<file path="config.mk">
export PLATFORM = sky130hd
export DESIGN_NAME = control_unit_flat
export DESIGN_NICKNAME = d
export VERILOG_FILES = /design/src/rtl/control_unit_pkg.sv /design/src/rtl/control_unit_if.sv /design/src/rtl/control_unit_wait_counter.sv /design/src/rtl/control_unit.sv /design/src/flat_wrapper.sv
export SDC_FILE = /design/constraint.sdc
export NUM_CORES = 1
export LEC_CHECK = 0
export ABC_CLOCK_PERIOD_IN_PS = 2710
export CORE_ASPECT_RATIO = 1.4
export CORE_MARGIN = 3
export CORE_UTILIZATION = 44
export DETAILED_ROUTE_END_ITERATION = 16
export HOLD_SLACK_MARGIN = 0.05
export PLACE_DENSITY = 0.81
export SYNTH_ARGS = -nofsm -noshare
export SYNTH_HDL_FRONTEND = slang
export SYNTH_HIERARCHICAL = 1
export SYNTH_SLANG_ARGS = --single-unit
</file>
<file path="constraint.sdc">
create_clock -name clk -period 2.71 [get_ports clk]
set_input_delay 0.542 -clock clk [delete_from_list [all_inputs] [get_ports clk]]
set_output_delay 0.542 -clock clk [all_outputs]
set_load 0.1 [all_outputs]
</file>
<file path="src/rtl/control_unit_pkg.sv">
// Shared constants for the multicycle control unit: opcodes, functs, state codes,
// ALU operations and datapath mux select codes.
package ctrl_pkg;

   localparam logic [5:0] OP_RTYPE = 6'h00;
   localparam logic [5:0] OP_J     = 6'h02;
   localparam logic [5:0] OP_JAL   = 6'h03;
   localparam logic [5:0] OP_BEQ   = 6'h04;
   localparam logic [5:0] OP_BNE   = 6'h05;
   localparam logic [5:0] OP_ADDI  = 6'h08;
   localparam logic [5:0] OP_LW    = 6'h23;
   localparam logic [5:0] OP_SW    = 6'h2B;

   localparam logic [5:0] FN_JR    = 6'h08;
   localparam logic [5:0] FN_ADD   = 6'h20;
   localparam logic [5:0] FN_SUB   = 6'h22;
   localparam logic [5:0] FN_AND   = 6'h24;
   localparam logic [5:0] FN_SLT   = 6'h2A;

   localparam logic [4:0] S_RESET    = 5'd0;
   localparam logic [4:0] S_FETCH    = 5'd1;
   localparam logic [4:0] S_DECODE   = 5'd2;
   localparam logic [4:0] S_EXEC_R   = 5'd3;
   localparam logic [4:0] S_WB_R     = 5'd4;
   localparam logic [4:0] S_SLT      = 5'd5;
   localparam logic [4:0] S_JR       = 5'd6;
   localparam logic [4:0] S_ADDI     = 5'd7;
   localparam logic [4:0] S_WB_I     = 5'd8;
   localparam logic [4:0] S_BRANCH   = 5'd9;
   localparam logic [4:0] S_ADDR     = 5'd10;
   localparam logic [4:0] S_MEM_RD   = 5'd11;
   localparam logic [4:0] S_LW_WB    = 5'd12;
   localparam logic [4:0] S_MEM_WR   = 5'd13;
   localparam logic [4:0] S_J        = 5'd14;
   localparam logic [4:0] S_JAL_LINK = 5'd15;
   localparam logic [4:0] S_JAL_WB   = 5'd16;
   localparam logic [4:0] S_EXC_SAVE = 5'd17;
   localparam logic [4:0] S_EXC_EPC  = 5'd18;
   localparam logic [4:0] S_EXC_JUMP = 5'd19;

   localparam logic [2:0] ALU_PASS_A = 3'b000;
   localparam logic [2:0] ALU_ADD    = 3'b001;
   localparam logic [2:0] ALU_SUB    = 3'b010;
   localparam logic [2:0] ALU_AND    = 3'b011;
   localparam logic [2:0] ALU_CMP    = 3'b111;

   localparam logic [2:0] IORD_PC     = 3'd0;
   localparam logic [2:0] IORD_ALUOUT = 3'd3;
   localparam logic [2:0] IORD_253    = 3'd4;
   localparam logic [2:0] IORD_254    = 3'd5;

   localparam logic [1:0] RD_RT = 2'd0;
   localparam logic [1:0] RD_RD = 2'd1;
   localparam logic [1:0] RD_31 = 2'd2;

   localparam logic [2:0] M2R_ALUOUT = 3'd0;
   localparam logic [2:0] M2R_SE1    = 3'd3;
   localparam logic [2:0] M2R_LS     = 3'd5;

   localparam logic [1:0] SRCA_PC = 2'd0;
   localparam logic [1:0] SRCA_A  = 2'd1;

   localparam logic [2:0] SRCB_B    = 3'd0;
   localparam logic [2:0] SRCB_4    = 3'd1;
   localparam logic [2:0] SRCB_SE16 = 3'd2;
   localparam logic [2:0] SRCB_SL2  = 3'd3;

   localparam logic [2:0] PCS_ALU    = 3'd0;
   localparam logic [2:0] PCS_ALUOUT = 3'd1;
   localparam logic [2:0] PCS_EPC    = 3'd2;
   localparam logic [2:0] PCS_JUMP   = 3'd3;
   localparam logic [2:0] PCS_LS     = 3'd4;
   localparam logic [2:0] PCS_A      = 3'd5;

   localparam logic [1:0] SIZE_WORD = 2'd0;
   localparam logic [1:0] SIZE_BYTE = 2'd2;

   typedef enum logic {
      CAUSE_OPCODE = 1'b0,
      CAUSE_OVF    = 1'b1
   } cause_e;

   function automatic logic is_wait_state(input logic [4:0] s);
      return (s == S_FETCH) || (s == S_MEM_RD) || (s == S_EXC_EPC);
   endfunction

endpackage

</file>
<file path="src/rtl/control_unit_if.sv">
// Bundle between the control unit and the datapath: instruction fields and ALU
// flags in, every datapath control signal out.
interface control_unit_if;
   logic [5:0] OPCODE;
   logic [5:0] funct;
   logic       Overflow;
   logic       zero;

   logic       PC_write, MEMRead, IRWrite, MDR_load, RegWrite;
   logic       A_load, B_load, AluOutWrite, EPCWrite;
   logic [2:0] ALU_control;
   logic [2:0] IorD;
   logic [1:0] RegDst;
   logic [2:0] MenToReg;
   logic [1:0] ALUSourceA;
   logic [2:0] ALUSourceB;
   logic [2:0] PCSource;
   logic [1:0] store_control_sign;
   logic [1:0] load_size_control;
   logic [4:0] state_out;

   modport master (
      input  OPCODE, funct, Overflow, zero,
      output PC_write, MEMRead, IRWrite, MDR_load, RegWrite, A_load, B_load,
             AluOutWrite, EPCWrite, ALU_control, IorD, RegDst, MenToReg,
             ALUSourceA, ALUSourceB, PCSource, store_control_sign,
             load_size_control, state_out
   );

   modport slave (
      output OPCODE, funct, Overflow, zero,
      input  PC_write, MEMRead, IRWrite, MDR_load, RegWrite, A_load, B_load,
             AluOutWrite, EPCWrite, ALU_control, IorD, RegDst, MenToReg,
             ALUSourceA, ALUSourceB, PCSource, store_control_sign,
             load_size_control, state_out
   );
endinterface

</file>
<file path="src/rtl/control_unit_wait_counter.sv">
// Cycle counter for the memory-wait states; done flags the final wait cycle.
module ctrl_wait_counter #(
   parameter int MEM_WAIT = 2,
   parameter int CW       = $clog2(MEM_WAIT + 1)
) (
   input  logic          clk,
   input  logic          rst,
   input  logic          clear_i,
   input  logic          inc_i,
   output logic [CW-1:0] count_o,
   output logic          done_o
);
   logic [CW-1:0] count_q, count_d;

   always_comb begin
      count_d = count_q;
      if (clear_i)
         count_d = '0;
      else if (inc_i)
         count_d = count_q + 1'b1;
   end

   always_ff @(posedge clk or posedge rst) begin
      if (rst)
         count_q <= '0;
      else
         count_q <= count_d;
   end

   assign count_o = count_q;
   assign done_o  = (count_q == CW'(MEM_WAIT - 1));
endmodule

</file>
<file path="src/rtl/control_unit.sv">
// Multicycle control FSM for the cpu datapath; outputs decode from state, wait
// count and the live ALU flags.
module control_unit
   import ctrl_pkg::*;
#(
   parameter int MEM_WAIT = 2
) (
   input logic           clk,
   input logic           reset,
   control_unit_if.master bus
);
   localparam int CW = $clog2(MEM_WAIT + 1);

   logic [4:0]    state_q, state_d;
   cause_e        cause_q, cause_d;
   logic [CW-1:0] wait_cnt;
   logic          wait_done, wait_clear, wait_inc;
   logic          r_arith;

   assign r_arith    = (bus.funct == FN_ADD) || (bus.funct == FN_SUB);
   assign wait_clear = (state_d != state_q);
   assign wait_inc   = !wait_clear && is_wait_state(state_q);

   ctrl_wait_counter #(.MEM_WAIT(MEM_WAIT), .CW(CW)) u_wait (
      .clk     (clk),
      .rst     (reset),
      .clear_i (wait_clear),
      .inc_i   (wait_inc),
      .count_o (wait_cnt),
      .done_o  (wait_done)
   );

   always_comb begin
      state_d = state_q;
      cause_d = cause_q;
      case (state_q)
         S_RESET:  state_d = S_FETCH;
         S_FETCH:  if (wait_done) state_d = S_DECODE;
         S_DECODE: begin
            case (bus.OPCODE)
               OP_RTYPE: begin
                  case (bus.funct)
                     FN_ADD, FN_SUB, FN_AND: state_d = S_EXEC_R;
                     FN_SLT:                 state_d = S_SLT;
                     FN_JR:                  state_d = S_JR;
                     default: begin
                        state_d = S_EXC_SAVE;
                        cause_d = CAUSE_OPCODE;
                     end
                  endcase
               end
               OP_ADDI:        state_d = S_ADDI;
               OP_BEQ, OP_BNE: state_d = S_BRANCH;
               OP_LW, OP_SW:   state_d = S_ADDR;
               OP_J:           state_d = S_J;
               OP_JAL:         state_d = S_JAL_LINK;
               default: begin
                  state_d = S_EXC_SAVE;
                  cause_d = CAUSE_OPCODE;
               end
            endcase
         end
         S_EXEC_R: begin
            if (bus.Overflow && r_arith) begin
               state_d = S_EXC_SAVE;
               cause_d = CAUSE_OVF;
            end else begin
               state_d = S_WB_R;
            end
         end
         S_ADDI: begin
            if (bus.Overflow) begin
               state_d = S_EXC_SAVE;
               cause_d = CAUSE_OVF;
            end else begin
               state_d = S_WB_I;
            end
         end
         S_ADDR:     state_d = (bus.OPCODE == OP_LW) ? S_MEM_RD : S_MEM_WR;
         S_MEM_RD:   if (wait_done) state_d = S_LW_WB;
         S_JAL_LINK: state_d = S_JAL_WB;
         S_EXC_SAVE: state_d = S_EXC_EPC;
         S_EXC_EPC:  if (wait_done) state_d = S_EXC_JUMP;
         default:    state_d = S_FETCH;
      endcase
   end

   always_ff @(posedge clk or posedge reset) begin
      if (reset) begin
         state_q <= S_RESET;
         cause_q <= CAUSE_OPCODE;
      end else begin
         state_q <= state_d;
         cause_q <= cause_d;
      end
   end

   always_comb begin
      bus.PC_write           = 1'b0;
      bus.MEMRead            = 1'b0;
      bus.IRWrite            = 1'b0;
      bus.MDR_load           = 1'b0;
      bus.RegWrite           = 1'b0;
      bus.A_load             = 1'b0;
      bus.B_load             = 1'b0;
      bus.AluOutWrite        = 1'b0;
      bus.EPCWrite           = 1'b0;
      bus.ALU_control        = ALU_PASS_A;
      bus.IorD               = IORD_PC;
      bus.RegDst             = RD_RT;
      bus.MenToReg           = M2R_ALUOUT;
      bus.ALUSourceA         = SRCA_PC;
      bus.ALUSourceB         = SRCB_B;
      bus.PCSource           = PCS_ALU;
      bus.store_control_sign = SIZE_WORD;
      bus.load_size_control  = SIZE_WORD;
      case (state_q)
         S_FETCH: begin
            bus.ALUSourceB  = SRCB_4;
            bus.ALU_control = ALU_ADD;
            bus.IRWrite     = wait_done;
            bus.PC_write    = wait_done;
         end
         S_DECODE: begin
            bus.A_load      = 1'b1;
            bus.B_load      = 1'b1;
            bus.ALUSourceB  = SRCB_SL2;
            bus.ALU_control = ALU_ADD;
            bus.AluOutWrite = 1'b1;
         end
         S_EXEC_R: begin
            bus.ALUSourceA  = SRCA_A;
            bus.AluOutWrite = 1'b1;
            case (bus.funct)
               FN_SUB:  bus.ALU_control = ALU_SUB;
               FN_AND:  bus.ALU_control = ALU_AND;
               default: bus.ALU_control = ALU_ADD;
            endcase
         end
         S_WB_R: begin
            bus.RegDst   = RD_RD;
            bus.RegWrite = 1'b1;
         end
         S_SLT: begin
            bus.ALUSourceA  = SRCA_A;
            bus.ALU_control = ALU_CMP;
            bus.RegDst      = RD_RD;
            bus.MenToReg    = M2R_SE1;
            bus.RegWrite    = 1'b1;
         end
         S_JR: begin
            bus.PCSource = PCS_A;
            bus.PC_write = 1'b1;
         end
         S_ADDI, S_ADDR: begin
            bus.ALUSourceA  = SRCA_A;
            bus.ALUSourceB  = SRCB_SE16;
            bus.ALU_control = ALU_ADD;
            bus.AluOutWrite = 1'b1;
         end
         S_WB_I: bus.RegWrite = 1'b1;
         S_BRANCH: begin
            bus.ALUSourceA  = SRCA_A;
            bus.ALU_control = ALU_SUB;
            bus.PCSource    = PCS_ALUOUT;
            bus.PC_write    = (bus.OPCODE == OP_BEQ) ? bus.zero : !bus.zero;
         end
         S_MEM_RD: begin
            bus.IorD     = IORD_ALUOUT;
            bus.MDR_load = wait_done;
         end
         S_LW_WB: begin
            bus.MenToReg = M2R_LS;
            bus.RegWrite = 1'b1;
         end
         S_MEM_WR: begin
            bus.IorD    = IORD_ALUOUT;
            bus.MEMRead = 1'b1;
         end
         S_J: begin
            bus.PCSource = PCS_JUMP;
            bus.PC_write = 1'b1;
         end
         S_JAL_LINK: bus.AluOutWrite = 1'b1;
         S_JAL_WB: begin
            bus.RegDst   = RD_31;
            bus.RegWrite = 1'b1;
            bus.PCSource = PCS_JUMP;
            bus.PC_write = 1'b1;
         end
         S_EXC_SAVE: begin
            bus.ALUSourceB  = SRCB_4;
            bus.ALU_control = ALU_SUB;
            bus.AluOutWrite = 1'b1;
         end
         S_EXC_EPC: begin
            bus.EPCWrite = (wait_cnt == '0);
            bus.IorD     = (cause_q == CAUSE_OVF) ? IORD_254 : IORD_253;
         end
         S_EXC_JUMP: begin
            bus.load_size_control = SIZE_BYTE;
            bus.PCSource          = PCS_LS;
            bus.PC_write          = 1'b1;
         end
         default: ;
      endcase
   end

   assign bus.state_out = state_q;
endmodule
</file>
<file path="src/flat_wrapper.sv">
// flat-port wrapper written by rule: the top's interface ports become plain ports
module control_unit_flat import ctrl_pkg::*;
#(
   parameter int MEM_WAIT = 2
)
  (clk, reset, bus_OPCODE, bus_funct, bus_Overflow, bus_zero, bus_PC_write, bus_MEMRead, bus_IRWrite, bus_MDR_load, bus_RegWrite, bus_A_load, bus_B_load, bus_AluOutWrite, bus_EPCWrite, bus_ALU_control, bus_IorD, bus_RegDst, bus_MenToReg, bus_ALUSourceA, bus_ALUSourceB, bus_PCSource, bus_store_control_sign, bus_load_size_control, bus_state_out);
  control_unit_if bus_i ();
  input logic clk;
  input logic reset;
  input wire logic [$bits(bus_i.OPCODE)-1:0] bus_OPCODE;
  input wire logic [$bits(bus_i.funct)-1:0] bus_funct;
  input wire logic [$bits(bus_i.Overflow)-1:0] bus_Overflow;
  input wire logic [$bits(bus_i.zero)-1:0] bus_zero;
  output wire logic [$bits(bus_i.PC_write)-1:0] bus_PC_write;
  output wire logic [$bits(bus_i.MEMRead)-1:0] bus_MEMRead;
  output wire logic [$bits(bus_i.IRWrite)-1:0] bus_IRWrite;
  output wire logic [$bits(bus_i.MDR_load)-1:0] bus_MDR_load;
  output wire logic [$bits(bus_i.RegWrite)-1:0] bus_RegWrite;
  output wire logic [$bits(bus_i.A_load)-1:0] bus_A_load;
  output wire logic [$bits(bus_i.B_load)-1:0] bus_B_load;
  output wire logic [$bits(bus_i.AluOutWrite)-1:0] bus_AluOutWrite;
  output wire logic [$bits(bus_i.EPCWrite)-1:0] bus_EPCWrite;
  output wire logic [$bits(bus_i.ALU_control)-1:0] bus_ALU_control;
  output wire logic [$bits(bus_i.IorD)-1:0] bus_IorD;
  output wire logic [$bits(bus_i.RegDst)-1:0] bus_RegDst;
  output wire logic [$bits(bus_i.MenToReg)-1:0] bus_MenToReg;
  output wire logic [$bits(bus_i.ALUSourceA)-1:0] bus_ALUSourceA;
  output wire logic [$bits(bus_i.ALUSourceB)-1:0] bus_ALUSourceB;
  output wire logic [$bits(bus_i.PCSource)-1:0] bus_PCSource;
  output wire logic [$bits(bus_i.store_control_sign)-1:0] bus_store_control_sign;
  output wire logic [$bits(bus_i.load_size_control)-1:0] bus_load_size_control;
  output wire logic [$bits(bus_i.state_out)-1:0] bus_state_out;
  assign bus_i.OPCODE = bus_OPCODE;
  assign bus_i.funct = bus_funct;
  assign bus_i.Overflow = bus_Overflow;
  assign bus_i.zero = bus_zero;
  assign bus_PC_write = bus_i.PC_write;
  assign bus_MEMRead = bus_i.MEMRead;
  assign bus_IRWrite = bus_i.IRWrite;
  assign bus_MDR_load = bus_i.MDR_load;
  assign bus_RegWrite = bus_i.RegWrite;
  assign bus_A_load = bus_i.A_load;
  assign bus_B_load = bus_i.B_load;
  assign bus_AluOutWrite = bus_i.AluOutWrite;
  assign bus_EPCWrite = bus_i.EPCWrite;
  assign bus_ALU_control = bus_i.ALU_control;
  assign bus_IorD = bus_i.IorD;
  assign bus_RegDst = bus_i.RegDst;
  assign bus_MenToReg = bus_i.MenToReg;
  assign bus_ALUSourceA = bus_i.ALUSourceA;
  assign bus_ALUSourceB = bus_i.ALUSourceB;
  assign bus_PCSource = bus_i.PCSource;
  assign bus_store_control_sign = bus_i.store_control_sign;
  assign bus_load_size_control = bus_i.load_size_control;
  assign bus_state_out = bus_i.state_out;
  control_unit #(.MEM_WAIT(MEM_WAIT)) u_core (.clk(clk), .reset(reset), .bus(bus_i));
endmodule
</file>
==> results by group, run 1 <==
Outcome
  • Status: finished, violations left
  • Failing checks: negative setup slack

Floorplan
  • Top-level port count: 53
  • Row count: 23
  • Core Area: 0.00291 mm^2
  • Die Y: 71.6 um
  • Die area: 0.00378 mm^2
  • Die Wd: 52.8 um
  • Starting density of the core: 46.5%

Synthesis
  • Post-synthesis cell type count: 59
  • Post-synth EDFFs: 0
  • Area contributors post-synth: dfrtp_1, nor2_1, nor3_1, a21oi_1, xnor2_1
  • Synth top area share: 14.8%
  • Mean post-synth cell area: 7.00 um^2
  • Mapped Cells: 193
  • Most frequent cells after synthesis: nor2_1, nor3_1, a21oi_1, nand2_1, dfrtp_1
  • Main combinational cell family by area after synthesis: simple AND/OR/NAND/NOR gates
  • Synth warn: 6
  • Post-synthesis simple-gate area fraction: 38.7%
  • FF+latch count, synth: 8
  • Main synth FF type: dfrtp_1
  • Mux cell area share after synthesis: 0.741%
  • Sequential-to-total area share from yosys stat: 14.8%
  • Compound-gate portion of the synthesized area: 25.9%
  • Async SR Flop Fraction: 100%
  • Cell taking the most area after synthesis: dfrtp_1
  • Most common cell in the netlist: nor2_1
  • Area share of fa/ha/maj cells after synthesis: 0.926%
  • Synth Area in XOR/XNOR: 5.83%
  • Cell area after synthesis: 0.00135 mm^2

Finish
  • Area Overhead vs Synth: 91.2%
  • Final Cell Area: 0.00258 mm^2
  • Nets: 270
  • ANT cells: 0
  • Layout cells sized above 1: 48.0%

Critical path
  • Crit start category: register
  • Critical-path top delay cell: dfrtp_4
  • CP max stage delay: 0.61 ns
  • Critical Setup Path Class: register to register
  • Crit path max fanout: 26
  • CP arrival: 2.86 ns
  • Critical Path Sink Type: register
  • Req. time, crit path: 2.85 ns
  • Crit-path cells: nor3_1 > nand2_1 > a311o_1 > nand2_1 > xnor2_2 > a211oi_2 > buf_4 > buf_4 > a211oi_1

Drt
  • DRT Pass-1 Iters: 4
  • DRC: 0
  • Initial drt markers: 93
  • Final WL: 5.78 mm
  • Vias/cell: 6.37
  • Top sig layer: met4
  • Routed length on met3: 379 um
  • ANT nets after route: 0
  • Wire length on met2: 3.24 mm
  • Detailed-route wire length per cell: 20.0 um
  • M1 WL: 1.96 mm
  • DR vias: 1840

Clock network
  • Skew-Pair Late Insertion Delay: 0.23 ns
  • CTS Hold Bufs: 0
  • Max Buffers Root-to-Sink: 2
  • Clock buffer count from CTS: 3
  • CTS tree: done
  • Worst-path clk slew: 0.05 ns
  • H-Tree Depth: 1
  • Clk Tree Root Cell: clkbuf_8
  • Clock Sinks: 8

Placement
  • Area of placed instances: 0.00242 mm^2
  • I/O Buffers: 47
  • Placer Congestion: 0.897
  • Hpwl dp: 4.20 mm

Timing
  • Slew @ Worst Pin: 0.574 ns
  • Max-slew violations: 0
  • Fmax: 368 MHz
  • Slew HR: 61.2%
  • Final min period: 2.72 ns
  • Part of the cycle the worst path needs: 100%
  • Final setup fails: 1
  • Fin Hold WS: 0.528 ns
  • Post-route setup slack: -0.00885 ns
  • Clock Skews: 0.00698 ns
  • Final Hold Fails: 0

Global route
  • First-pass GRT wire length: 9.28 mm
  • Total GRT Usage: 32.7%
  • Vias in the first global route: 1852
  • Initial antenna violation count: 0
  • Grt total ovfl: 0
  • Pin count of the biggest net entering global routing: 28

Pwr
  • Worst vdd ir: 970 uV
  • PwrDens: 1140 mW/mm^2
  • Leakage dissipation: 1.03 nW
  • Pwr Total: 2.95 mW

Hold path
  • HP Class: register to register

Run
  • # Max-Cap Violations: 0
==> stage by stage <==
step                utilization, %  instances  worst slack, ns  setup TNS (ns)
finish                        88.9        289         -0.00885        -0.00885
global route                  88.9        289          -0.0653          -0.135
CTS                           86.4        288           0.0179               0
detailed placement            83.4        283           -0.274          -0.703
global placement              83.4        283           -0.190          -0.432
floorplan                        -        197           -0.372           -1.05
==> path summary, 6_finish.rpt <==
check | from | end | slack, ns | depth (start not counted)
worst max-delay path | u_core/bus.state_out[3] | u_core/u_wait/count_o[1] | -0.009 | 9
worst min-delay path | u_core/cause_q | u_core/cause_q | 0.53 | 1
worst max register to register | u_core/bus.state_out[3] | u_core/u_wait/count_o[1] | -0.009 | 9
worst min register to register | u_core/cause_q | u_core/cause_q | 0.53 | 1
max in group asynchronous | reset | u_core/bus.state_out[2] | 1.91 | 2
min in group asynchronous | reset | u_core/u_wait/count_o[1] | 0.54 | 2
==> kinds of logic (layout without fill, tap and decap cells) <==
kind of cell / after synthesis / in the layout
adder cells (fa/ha/maj): 1 / 1
AND/OR/NAND/NOR: 95 / 95
buffers and inverters: 28 / 83
AO/OA/AOI/OAI: 50 / 50
multiplexers: 1 / 1
other: 1 / 5
flip-flops: 8 / 8
XOR/XNOR: 9 / 9
==> routing by layer <==
metal / global-route usage [%] / vias up
met2: 61.0 / 118
met5: 0 / -
li1: - / 810
met1: 35.0 / 884
met3: 4.57 / 28
met4: 13.6 / 0
==> area by class of cell <==
cell class              instances  area (um^2)
multi-input cells             161         1310
well taps                      37         46.3
clock buffers                   4         45.0
inverters                       7         33.8
fillers                       144          323
repair buffers                 72          931
flip-flops and latches          8          219
==> flip-flops by register name, summed over array words and instances, names as in the netlist <==
| signal | count |
|---|---|
| u_core/bus.state_out | 5 |
| u_core/cause_q | 1 |
| u_core/u_wait/count_o | 2 |
==> cell usage in the layout, fill, tap and decap left out, types with 6 or more instances in the layout <==
cell type,instances
a21oi_1,8
dlymetal6s2s_1,6
buf_12,27
nor2_1,18
nand2_1,11
nor3_4,8
buf_4,28
o21ai_0,6
nor3_1,6
==> what timing repair did <==
action                                  4_1_cts  5_1_grt
endpoints found under the setup margin        3        5
cloned                                        0        0
setup buffers                                 1        1
pin swaps                                     4       11
gates resized for setup                      12       20
==> where the power goes <==
| group | switching, mW | internal [mW] | total [mW] |
|---|---|---|---|
| clock | 0.0516 | 0.102 | 0.154 |
| combinational | 1.61 | 0.874 | 2.49 |
| sequential | 0.134 | 0.171 | 0.305 |
| total | 1.80 | 1.15 | 2.95 |
==> worst max-delay path: cells and delay by family (launching register included) <==
| kind | cells | cell delay (ns) |
|---|---|---|
| and+or+nand+nor | 3 | 0.86 |
| AOI/OAI and AO/OA | 3 | 0.73 |
| DFF | 1 | 0.61 |
| buffers and inverters | 2 | 0.27 |
| xor gates and xnor gates | 1 | 0.13 |
Note: power is estimated with default switching activity, not from simulation.
==> inputs of run 2 (changes only) <==
- CORE_UTILIZATION: 44 -> 45
- SLEW_MARGIN: unset -> 10
- SYNTH_HIERARCHICAL: 1 -> unset
==> results by group, run 2 <==
Critical path
  • Critical Setup Path Class: input pin to primary output (was register to register)
  • Req. time, crit path: 2.17 ns (was 2.85 ns)
  • CP arrival: 2.07 ns (was 2.86 ns)
  • R2r worst-path depth: 7 (was 9)
  • Crit path max fanout: 2 (was 26)
  • Critical Path Sink Type: primary output (was register)
  • Crit start category: input pin (was register)

Timing
  • Fmax: 383 MHz (was 368 MHz)
  • Clock Skews: 0.000347 ns (was 0.00698 ns)
  • RSZ-0062 raised after global routing: false
  • Part of the cycle the worst path needs: 96.4% (was 100%)
  • Slew HR: 53.2% (was 61.2%)
  • Slew @ Worst Pin: 0.684 ns (was 0.574 ns)
  • Final Hold Fails: 0 (unchanged)
  • Max-slew violations: 0 (unchanged)
  • Final min period: 2.61 ns (was 2.72 ns)
  • Final setup fails: 0 (was 1)

Clock network
  • H-Tree Depth: 1 (unchanged)
  • Clock buffer count from CTS: 3 (unchanged)
  • CTS tree: done (unchanged)
  • Worst-path clk slew: 0.04 ns (was 0.05 ns)
  • Max Buffers Root-to-Sink: 2 (unchanged)
  • Skew-Pair Late Insertion Delay: 0.23 ns (about the same)
  • Clk Tree Root Cell: clkbuf_8 (unchanged)
  • Clock Sinks: 8 (unchanged)
  • Post-CTS Setup Bufs: 0 (was 1)

Global route
  • Initial antenna violation count: 0 (unchanged)
  • Vias in the first global route: 1527 (was 1852)
  • Pin count of the biggest net entering global routing: 30 (was 28)
  • GR Util met3: 3.27% (was 4.57%)
  • GR peak layer: met2 (unchanged)
  • GR Layer Usage met2: 44.3% (was 61.0%)
  • Grt total ovfl: 0 (unchanged)
  • M1 GR Usage: 28.4% (was 35.0%)
  • Total GRT Usage: 24.1% (was 32.7%)
  • First-pass GRT wire length: 7.23 mm (was 9.28 mm)

Synthesis
  • Most common cell in the netlist: nor2_1 (unchanged)
  • Sequential-to-total area share from yosys stat: 13.9% (was 14.8%)
  • Async SR Flop Fraction: 100% (unchanged)
  • FF+latch count, synth: 8 (unchanged)
  • Synth warn: 0 (was 6)
  • Cell area after synthesis: 0.00144 mm^2 (was 0.00135 mm^2)
  • Synth top area share: 13.9% (was 14.8%)
  • Most frequent cells after synthesis: nor2_1, nand2_1, a21oi_1 (was nor2_1, nor3_1, a21oi_1, nand2_1, dfrtp_1)
  • Mapped Cells: 200 (was 193)
  • Mean post-synth cell area: 7.21 um^2 (was 7.00 um^2)
  • Post-synth EDFFs: 0 (unchanged)
  • Main synth FF type: dfrtp_1 (unchanged)
  • Area contributors post-synth: dfrtp_1, nor2_1, a21oi_1, nor2b_1, nand2_1 (was dfrtp_1, nor2_1, nor3_1, a21oi_1, xnor2_1)
  • Cell taking the most area after synthesis: dfrtp_1 (unchanged)
  • Post-synthesis cell type count: 63 (was 59)

Drt
  • ANT nets after route: 0 (unchanged)
  • DRC: 0 (unchanged)
  • Detailed-route wire length per cell: 16.1 um (was 20.0 um)
  • Vias/cell: 5.88 (was 6.37)
  • Final WL: 4.47 mm (was 5.78 mm)
  • DR vias: 1634 (was 1840)
  • DRT Pass-1 Iters: 5 (was 4)
  • Initial drt markers: 72 (was 93)

Floorplan
  • Top-level port count: 53 (unchanged)
  • Die area: 0.00393 mm^2 (was 0.00378 mm^2)
  • Core Area: 0.00296 mm^2 (was 0.00291 mm^2)
  • Die Wd: 53.8 um (was 52.8 um)
  • Starting density of the core: 48.6% (was 46.5%)
  • Die Y: 73.0 um (was 71.6 um)
  • Row count: 23 (unchanged)

Finish
  • Most frequent cells in the layout: buf_12, nand2_1, clkdlybuf4s50_1, buf_4, nor2_1 (was buf_4, buf_12, nor2_1, nand2_1)
  • Layout cells sized above 1: 37.3% (was 48.0%)
  • ANT cells: 0 (unchanged)
  • Nets: 260 (was 270)
  • Max FFs per register: 5 (unchanged)
  • Most common cell after layout, fill and taps aside: buf_12 (was buf_4)
  • Fill cells: 207 (was 144)
  • Area Overhead vs Synth: 61.4% (was 91.2%)
  • Layout Cells excl Fill: 278 (was 289)

Hold path
  • Hold path cells: 1 (unchanged)
  • HP Class: register to register (unchanged)

Pwr
  • Pwr Total: 2.80 mW (was 2.95 mW)
  • PwrDens: 1200 mW/mm^2 (was 1140 mW/mm^2)
  • Worst vdd ir: 852 uV (was 970 uV)
  • Leakage dissipation: 0.890 nW (was 1.03 nW)

Outcome
  • Status: finished clean (was finished, violations left)

Run
  • # Max-Cap Violations: 0 (unchanged)

Placement
  • Placed insts: 274 (was 283)
  • I/O Buffers: 47 (unchanged)
  • Placer Congestion: 0.872 (was 0.897)
  • Hpwl dp: 3.57 mm (was 4.20 mm)
==> run 2: changes by cell type in the layout (fill, tap and decap cells not counted), moves of 4 or more <==
| cell | previous run | this run |
|---|---|---|
| nor2_1 | 18 | 12 |
| clkdlybuf4s50_1 | 5 | 15 |
| nand2_1 | 11 | 16 |
| buf_4 | 28 | 15 |
| dlymetal6s2s_1 | 6 | 0 |
| a31oi_1 | 1 | 6 |
| a211o_1 | 5 | 0 |
| nor3_4 | 8 | 1 |
| nor2b_1 | 3 | 10 |
| inv_1 | 5 | 9 |
==> run 2: worst max-delay path, stage by stage <==
cell and delay (ns):
clkdlybuf4s50_1 0.42, nand2b_1 0.18, nor4b_2 0.28, xnor2_1 0.14, a32oi_1 0.21, nand2_1 0.12, buf_12 0.18
==> run 2: cell type report <==
cell class | count | area [um^2] | share of cell area (%)
multi-input combinational | 162 | 1190 | 51.1
timing repair buffer | 56 | 783 | 33.7
inverter | 11 | 43.8 | 1.88
sequential | 8 | 219 | 9.41
tap | 37 | 46.3 | 1.99
clock buffer | 4 | 45.0 | 1.94
==> run 2: per-stage QoR <==
step	setup TNS (ns)	hold slack (ns)	utilization (%)	setup WS (ns)	instance area [um^2]
after detailed placement	-0.0248	0.522	76.7	-0.0248	2270
after floorplan	-2.17	0.358	-	-0.828	1640
after global placement	0	0.512	76.7	0.111	2270
after global routing	0	0.557	78.5	0.00454	2330
final	0	0.549	78.5	0.0963	2330
after CTS	0	0.540	78.5	0.0832	2330
==> run 2: worst paths after layout <==
path,startpoint,end,slack (ns)
setup reg to reg,u_core.bus.state_out[2],u_core.u_wait.count_o[0],0.50
hold reg to reg,u_core.cause_q,u_core.cause_q,0.55
max in group asynchronous,reset,u_core.bus.state_out[4],1.88
hold / removal,u_core.cause_q,u_core.cause_q,0.55
min in group asynchronous,reset,u_core.bus.state_out[1],0.56
setup / recovery,bus_OPCODE[1],bus_PC_write,0.1
==> run 2: logic make-up (layout without fill, tap and decap cells) <==
family,after synthesis,count (layout),synth area share [%]
and+or+nand+nor,94,94,37.8
AOI/OAI and AO/OA,50,50,24.5
buffers and inverters,34,71,14.3
DFF,8,8,13.9
adders and majority gates,2,2,1.74
xor gates and xnor gates,9,9,5.99
other,1,5,0.260
muxes,2,2,1.56
==> run 2: metal layers <==
metal	vias up	share of wire (%)
li1	788	-
met1	767	37
met2	71	56
met3	8	5.4
met4	0	1.9
met5	-	0
==> run 2: power breakdown <==
| group | total [mW] | internal [mW] | switching [mW] |
|---|---|---|---|
| combinational | 2.29 | 0.775 | 1.52 |
| clock | 0.152 | 0.102 | 0.0496 |
| sequential | 0.356 | 0.178 | 0.178 |
| total | 2.80 | 1.06 | 1.75 |
==> run 2: repair_timing <==
item,4_1_cts,5_1_grt
setup endpoints to repair,1,0
hold buffers,0,0
gates resized for setup,1,0
==> inputs of run 3 (changes only) <==
- CORE_UTILIZATION: 45 -> 44
- GPL_TIMING_DRIVEN: unset -> 0
- SYNTH_HIERARCHICAL: unset -> 1
==> results by group, run 3 (same netlist as run 1, synthesis figures left out) <==
Timing
  • Final min period: 2.66 ns (was 2.61 ns)
  • Fmax: 376 MHz (was 383 MHz)
  • Clock Skews: 0.0108 ns (was 0.000347 ns)
  • Slew @ Worst Pin: 0.972 ns (was 0.684 ns)
  • Setup TNS: 0 ns (unchanged)
  • Slew HR: 35.0% (was 53.2%)
  • Final Hold Fails: 0 (unchanged)
  • Max-slew violations: 0 (unchanged)
  • Final setup fails: 0 (unchanged)
  • Part of the cycle the worst path needs: 98.1% (was 96.4%)

Pwr
  • Clk pwr share: 6.0% (was 5.4%)
  • NetSw: 1.72 mW (was 1.75 mW)
  • PwrDens: 1170 mW/mm^2 (was 1200 mW/mm^2)
  • Comb pwr share: 85.5% (was 81.9%)
  • Leakage dissipation: 0.911 nW (was 0.890 nW)
  • Worst vdd ir: 1130 uV (was 852 uV)
  • Seq pwr share: 8.5% (was 12.7%)
  • Sw Ratio: 64.6% (was 62.3%)
  • Internal power: 0.945 mW (was 1.06 mW)
  • Pwr Total: 2.67 mW (was 2.80 mW)

Floorplan
  • Starting density of the core: 46.5% (was 48.6%)
  • Core Area: 0.00291 mm^2 (was 0.00296 mm^2)
  • Die Wd: 52.8 um (was 53.8 um)
  • Die Y: 71.6 um (was 73.0 um)
  • Row count: 23 (unchanged)
  • Top-level port count: 53 (unchanged)
  • Die area: 0.00378 mm^2 (was 0.00393 mm^2)

Clock network
  • CTS tree: done (unchanged)
  • Clk Tree Root Cell: clkbuf_8 (unchanged)
  • H-Tree Depth: 1 (unchanged)
  • Skew-Pair Late Insertion Delay: 0.24 ns (was 0.23 ns)
  • Worst-path clk slew: 0.04 ns (about the same)
  • CTS Hold Bufs: 0 (unchanged)
  • Clock Sinks: 8 (unchanged)
  • Max Buffers Root-to-Sink: 2 (unchanged)
  • Clock buffer count from CTS: 3 (unchanged)

Global route
  • Grt total ovfl: 0 (unchanged)
  • First-pass GRT wire length: 7.73 mm (was 7.23 mm)
  • Initial antenna violation count: 0 (unchanged)
  • Vias in the first global route: 1624 (was 1527)
  • Total GRT Usage: 26.6% (was 24.1%)
  • Pin count of the biggest net entering global routing: 11 (was 30)

Placement
  • Area of placed instances: 0.00215 mm^2 (was 0.00227 mm^2)
  • I/O Buffers: 46 (was 47)
  • Placer Congestion: 0.922 (was 0.872)
  • Hpwl dp: 3.72 mm (was 3.57 mm)

Drt
  • ANT nets after route: 0 (unchanged)
  • Vias/cell: 5.99 (was 5.88)
  • Detailed-route wire length per cell: 17.5 um (was 16.1 um)
  • DRT Pass-1 Iters: 4 (was 5)
  • Initial drt markers: 67 (was 72)
  • DR vias: 1712 (was 1634)
  • Final WL: 5.00 mm (was 4.47 mm)
  • DRC: 0 (unchanged)

Critical path
  • Crit path to: bus_A_load (was bus_PC_write)
  • Crit start category: register (was input pin)
  • Reg2reg start: u_core/bus.state_out[1] (was u_core.bus.state_out[2])
  • Reg-to-reg endpoint: u_core/u_wait/count_o[0] (was u_core.u_wait.count_o[0])
  • CP arrival: 2.12 ns (was 2.07 ns)
  • FF-to-FF setup slack: 0.29 ns (was 0.50 ns)
  • R2r worst-path depth: 10 (was 7)
  • Critical Setup Path Class: register to primary output (was input pin to primary output)
  • Crit path max fanout: 10 (was 2)
  • Crit path from: u_core/bus.state_out[1] (was bus_OPCODE[1])
  • Req. time, crit path: 2.17 ns (about the same)
  • Critical Path Sink Type: primary output (unchanged)

Finish
  • Max FFs per register: 5 (unchanged)
  • Most common cell after layout, fill and taps aside: nor2_1 (was buf_12)
  • Fill cells: 213 (was 207)
  • Nets: 267 (was 260)
  • Sequential cell area: 219 um^2 (unchanged)
  • Area of the multi-input gates: 0.00129 mm^2 (was 0.00119 mm^2)
  • Area Overhead vs Synth: 69.1% (was 61.4%)
  • Final Cell Area: 0.00228 mm^2 (was 0.00233 mm^2)
  • Most frequent cells in the layout: nor2_1, clkdlybuf4s15_2, nand2_1 (was buf_12, nand2_1, clkdlybuf4s50_1, buf_4, nor2_1)
  • ANT cells: 0 (unchanged)
  • Layout cells sized above 1: 44.6% (was 37.3%)

Outcome
  • Status: finished clean (unchanged)

Run
  • # Max-Cap Violations: 0 (unchanged)

Hold path
  • HP Class: input pin to asynchronous set/reset pin (was register to register)
==> run 3: cell types whose count changed in the layout (fill, tap and decap cells not counted), sizes merged, moves of 6 or more <==
cell           previous run  this run
clkdlybuf4s15             0        13
nor3                      8        16
nor2b                    10         3
buf                      41        28
a211o                     0         6
clkbuf                    4        13
==> run 3: layout make-up <==
| type | count | area share [%] |
|---|---|---|
| Sequential cell | 8 | 9.58 |
| Buffer | 20 | 7.45 |
| Multi-Input combinational cell | 161 | 56.5 |
| Tap cell | 37 | 2.03 |
| Timing Repair Buffer | 49 | 21.1 |
| Clock buffer | 4 | 1.97 |
| Inverter | 7 | 1.31 |
==> run 3: worst min-delay path by stage <==
stage | slack (ns) | to | cells past startpoint
after global placement | 0.51 | u_core/cause_q | 1
after detailed placement | 0.53 | u_core/cause_q | 1
after global routing | 0.52 | u_core/u_wait/count_o[0] | 2
after CTS | 0.49 | u_core/u_wait/count_o[0] | 2
after floorplan | 0.28 | u_core/u_wait/count_o[0] | 1
final | 0.49 | u_core/u_wait/count_o[1] | 2
==> run 3: timing repair <==
action                                  4_1_cts  5_1_grt
resized for setup                           116       31
buffers inserted                              1        2
endpoints found under the setup margin       29       14
gates cloned                                  0        0
pin swaps                                     2        5
==> run 3: routing by layer <==
| layer | wire length (um) | GRT usage (%) | up-vias |
|---|---|---|---|
| li1 | - | - | 803 |
| met1 | 1970 | 33.1 | 825 |
| met3 | 253 | 3.33 | 12 |
| met4 | 93 | 8.24 | 0 |
| met2 | 2680 | 46.4 | 72 |
| met5 | 0 | 0 | - |
==> run 3: power groups by stage <==
stage	Clock (mW)	Sequential [mW]	Combinational [mW]
2_1_floorplan	0	0.357	1.61
3_3_place_gp	0	0.225	2.14
3_5_place_dp	0	0.225	2.16
4_1_cts	0.162	0.225	2.25
5_1_grt	0.166	0.232	2.38
6_report	0.160	0.226	2.28
==> run 3: critical path, cell delays in order (launching register included) <==
cell             delay, ns
dfrtp_4               0.40
buf_6                 0.13
nor2b_1               0.42
nand2_1               0.24
clkinvlp_4            0.13
clkdlybuf4s15_2       0.55
==> run 3: per-stage QoR <==
| step | hold WS, ns | utilization [%] | setup WS (ns) | cells |
|---|---|---|---|---|
| final | 0.494 | 78.6 | 0.0502 | 286 |
| after global routing | 0.519 | 78.6 | -0.00492 | 286 |
| after CTS | 0.489 | 77.1 | -0.186 | 284 |
| after detailed placement | 0.529 | 74.0 | -1.26 | 280 |
| after global placement | 0.512 | 74.0 | -1.12 | 280 |
| after floorplan | 0.283 | - | -0.372 | 197 |
